**config.mk**
```make
export PLATFORM = sky130hd
export DESIGN_NAME = hazard_unit_mc
export DESIGN_NICKNAME = d
export VERILOG_FILES = /design/src/rtl/hazard_unit_mc.sv
export SDC_FILE = /design/constraint.sdc
export NUM_CORES = 1
export LEC_CHECK = 0
export BUFFER_PORTS_ARGS = -buffer_cell sky130_fd_sc_hd__buf_2
export CAP_MARGIN = 25
export CORE_ASPECT_RATIO = 1.25
export CORE_MARGIN = 4
export CORE_UTILIZATION = 51
export CTS_BUF_LIST = sky130_fd_sc_hd__clkbuf_16
export DETAILED_ROUTE_END_ITERATION = 8
export PLACE_DENSITY_LB_ADDON = 0.08
export SLEW_MARGIN = 40
export SYNTH_ARGS = -nofsm -noshare
export SYNTH_HDL_FRONTEND = slang
export SYNTH_SLANG_ARGS = --single-unit
```
**constraint.sdc**
```tcl
create_clock -name clk -period 4.6 [get_ports clk]
set_input_delay 0.46 -clock clk [delete_from_list [all_inputs] [get_ports clk]]
set_output_delay 0.46 -clock clk [all_outputs]
set_load 0.02 [all_outputs]
```
**src/rtl/hazard_unit_mc.sv**
```systemverilog
// hazard_unit_mc: forwarding, load-use/branch hazard control and multi-cycle execute hold for a 5-stage RV32I core
module hazard_unit_mc #(
  parameter int REG_AW = 5,
  parameter int MC_LAT = 4,
  parameter int PERF_W = 32
) (
  input  logic              clk,
  input  logic              rst,
  input  logic [REG_AW-1:0] Rs1D,
  input  logic [REG_AW-1:0] Rs2D,
  input  logic [REG_AW-1:0] Rs1E,
  input  logic [REG_AW-1:0] Rs2E,
  input  logic [REG_AW-1:0] RdE,
  input  logic [REG_AW-1:0] RdM,
  input  logic [REG_AW-1:0] RdW,
  input  logic [1:0]        ResultSrcE,
  input  logic              RegWriteM,
  input  logic              RegWriteW,
  input  logic              PCSrcE,
  input  logic              MultiCycleE,
  output logic              StallF,
  output logic              StallD,
  output logic              StallE,
  output logic              FlushD,
  output logic              FlushE,
  output logic              FlushM,
  output logic [1:0]        ForwardAE,
  output logic [1:0]        ForwardBE,
  output logic              McBusy,
  output logic [PERF_W-1:0] StallCnt
);
  localparam int CW = $clog2(MC_LAT + 1);
  localparam logic MC_EN = MC_LAT > 1;
  typedef enum logic {IDLE, BUSY} state_t;
  state_t state;
  logic [CW-1:0] cnt;
  logic lwStall, mcStall;
  // Operand forwarding (Memory beats Writeback), load-use detection and hazard outputs
  always_comb begin
    ForwardAE = (RegWriteM && Rs1E != '0 && Rs1E == RdM) ? 2'b10 :
                (RegWriteW && Rs1E != '0 && Rs1E == RdW) ? 2'b01 : 2'b00;
    ForwardBE = (RegWriteM && Rs2E != '0 && Rs2E == RdM) ? 2'b10 :
                (RegWriteW && Rs2E != '0 && Rs2E == RdW) ? 2'b01 : 2'b00;
    lwStall = (ResultSrcE == 2'b01) && (RdE != '0) && (Rs1D == RdE || Rs2D == RdE);
    mcStall = ~rst && ((state == IDLE && MultiCycleE && MC_EN) || (state == BUSY && cnt > CW'(1)));
    StallF = lwStall | mcStall;
    StallD = StallF;
    StallE = mcStall;
    FlushM = mcStall;
    FlushE = (lwStall | PCSrcE) & ~mcStall;
    FlushD = PCSrcE & ~mcStall;
  end
  // Multi-cycle hold: count down the remaining Execute cycles of the op
  always_ff @(posedge clk or posedge rst) begin
    if (rst) begin
      state <= IDLE;
      cnt <= '0;
      McBusy <= 1'b0;
    end else if (state == IDLE) begin
      if (MultiCycleE && MC_EN) begin
        state <= BUSY;
        cnt <= CW'(MC_LAT - 1);
        McBusy <= 1'b1;
      end
    end else if (cnt > CW'(1)) begin
      cnt <= cnt - CW'(1);
    end else begin
      state <= IDLE;
      cnt <= '0;
      McBusy <= 1'b0;
    end
  end
  // Saturating count of fetch-stall cycles
  always_ff @(posedge clk or posedge rst) begin
    if (rst) StallCnt <= '0;
    else if (StallF && !(&StallCnt)) StallCnt <= StallCnt + PERF_W'(1);
  end
endmodule

```
==> results.json <==
{
  "status": "finished, final reports clean",
  "grt_pass1_wl_um": 8840,
  "critPathMaxStageDelay_ns": 0.55,
  "hold_violations": 0,
  "avgSynthCellArea_um2": 9.88,
  "worstHoldPathType": "input pin to asynchronous set/reset pin",
  "worstSetupPathType": "flip-flop to output port",
  "finalCritPeriodShare": 0.569,
  "nFillCells": 380,
  "syn_nets": 284,
  "drtPass1Iterations": 4,
  "routed_wl_um": 5170,
  "start_util": 0.532,
  "power.density_nw_per_um2": 418,
  "cts-root-buf": "clkbuf_16",
  "holdBufCountCts": 0,
  "cts_tree": "yes",
  "io_pins": 86,
  "post_cts_buffers": 0,
  "placed_cell_area_um2": 2810,
  "clkTransAtPathRegs_ns": 0.06,
  "regArea_um2": 926,
  "io_buffers": 85,
  "path_cells": "inv_1 > ha_1 > o21bai_1 > a311oi_4 > a21oi_4 > inv_1 > buf_2",
  "grt-ovfl-total": 0,
  "worstPathRequired_ns": 4.14,
  "cts_htree_levels": 2,
  "relSlewSlack": 0.582,
  "drive_gt1_frac": 0.325,
  "max_freq_ghz": 0.382,
  "yosys_warnings": 0,
  "core_um2": 4430,
  "clk_latency_ns": 0.28,
  "async_reset_ff_frac": 1.00,
  "die-area_um2": 5770,
  "syn_inst": 238,
  "synth_edf_count": 0,
  "whs_ns": 0.284,
  "design_area_um2": 2980,
  "die_h_um": 83.9,
  "slowest_stage": "a311oi_4",
  "maxCapViolCount": 0,
  "skew_ns": 0.00563,
  "routed_via_density": 5.26,
  "ys_types": 41,
  "drtIter0Drc": 68,
  "ys.flop_type": "dfrtp_1",
  "dpl.hpwl_um": 4100,
  "crit_fanout": 23,
  "p_leak_nw": 1.46,
  "crit_path_end_kind": "output port",
  "cp.arrival_ns": 2.16,
  "antenna_left": 0,
  "clk_path_buf_depth": 2,
  "cpMostUsedCell": "inv_1",
  "numCtsBuffers": 5,
  "multi_input_area_um2": 1340,
  "cts.sinks": 37,
  "antenna_found_initial": 0,
  "syn2layout_area_growth_pct": 26.5,
  "routedWlPerCell_um": 13.6,
  "num_rows": 27,
  "ys_ff_latch": 37,
  "irDropWorstVdd_v": 0.000359,
  "syn_area_um2": 2350,
  "setup_violations": 0,
  "drc": 0,
  "fin_nets": 368,
  "grt_use_total": 0.194,
  "grt_pass1_vias": 2010,
  "rsz0062_at_grt": "no",
  "yosysSeqAreaShare": 0.394,
  "vias": 2005,
  "critPathLaunchType": "flip-flop",
  "diodes": 0,
  "worst_slew_pin_slew_ns": 0.626,
  "worst_r2r_path_depth": 6,
  "fin_tns_setup_ns": 0,
  "die_w_um": 68.7,
  "min_period_ns": 2.62,
  "grt_max_degree": 24,
  "slew_viol_final": 0,
  "place_congestion": 0.812,
  "cts-resized-gates": 0
}
## cell families after synthesis
family | share of synthesized area
buf+inv | 0.0410
mux | 0.00638
xor+xnor | 0.231
simple gates | 0.249
flops | 0.394
fa+ha+maj | 0.0160
compound gates | 0.0628
## routing by layer
layer / vias to the layer above / wire (µm) / GRT usage
li1: 1001 / - / -
met1: 935 / 2130 / 0.231
met2: 67 / 2540 / 0.329
met3: 2 / 475 / 0.0593
met4: 0 / 26 / 0.0532
met5: - / 0 / 0
## sequential cells by signal, indices dropped and copies added (netlist names)
register / flops
cnt: 3
state: 1
McBusy: 1
StallCnt: 32
## worst max-delay path, delay by kind of cell, from the launching register on
| kind | cells | cell delay, ns |
|---|---|---|
| buffers and inverters | 3 | 0.37 |
| DFF | 1 | 0.36 |
| AOI/OAI and AO/OA | 3 | 0.95 |
| adders and majority gates | 1 | 0.19 |
## stage by stage
step	util	total power [mW]	setup WS [ns]	cells
after floorplan	-	0.749	2.10	238
after global placement	0.633	0.859	2.07	373
after detailed placement	0.635	0.871	2.24	373
after CTS	0.673	1.26	1.96	381
after global routing	0.673	1.32	1.82	381
final	0.673	1.24	1.98	381
## cell type report
type / instances / area share
Clock inverter: 3 / 0.0139
Clock buffer: 5 / 0.0420
Inverter: 11 / 0.0139
Sequential cell: 37 / 0.311
Timing Repair Buffer: 86 / 0.145
Multi-Input combinational cell: 181 / 0.449
Tap cell: 58 / 0.0244
## power breakdown
part / internal (mW) / switching (mW)
Sequential: 0.383 / 0.0669
Combinational: 0.163 / 0.250
Clock: 0.253 / 0.127
Total: 0.799 / 0.444
## Yosys cell counts, drive strengths merged (2+ instances only)
cell,number,share of area
a21oi,5,0.012
and3,3,0.0080
and4,3,0.011
buf,8,0.022
dfrtp,37,0.39
ha,3,0.016
inv,11,0.018
nand2,16,0.026
nand2b,2,0.0053
nand3,12,0.026
nand4,8,0.028
nor2,16,0.027
nor3,14,0.036
nor3b,2,0.0064
nor4,14,0.046
nor4b,4,0.015
o21ai,2,0.0043
o22ai,2,0.0053
or4,2,0.0064
xnor2,31,0.12
xor2,31,0.12
## final timing paths
| check | slack (ns) | endpoint | start |
|---|---|---|---|
| min reg2reg | 0.48 | StallCnt[11] | StallCnt[11] |
| min | 0.28 | cnt[2] | rst |
| max in group asynchronous | 3.60 | StallCnt[31] | rst |
| max | 1.98 | StallD | cnt[1] |
| max reg2reg | 2.20 | StallCnt[1] | StallCnt[5] |
| min in group clk | 0.43 | cnt[2] | MultiCycleE |
## placed cells by master, fill, tap and decap left out, drive strengths merged
cell	n
buf	86
dfrtp	37
xnor2	31
xor2	31
nand2	16
nor2	16
nor4	14
nor3	14
nand3	12
inv	11
nand4	8
clkbuf	5
a21oi	5
nor4b	4
and3	3
and4	3
ha	3
nand2b	2
o22ai	2
o21ai	2
nor3b	2
or4	2
and2	1
o21bai	1
a311oi	1
o2111a	1
o221ai	1
a22oi	1
o31a	1
and2b	1
mux2	1
nor2b	1
o32ai	1
clkinvlp	1
clkinv	1
bufinv	1
(Power assumes the default switching activity.)
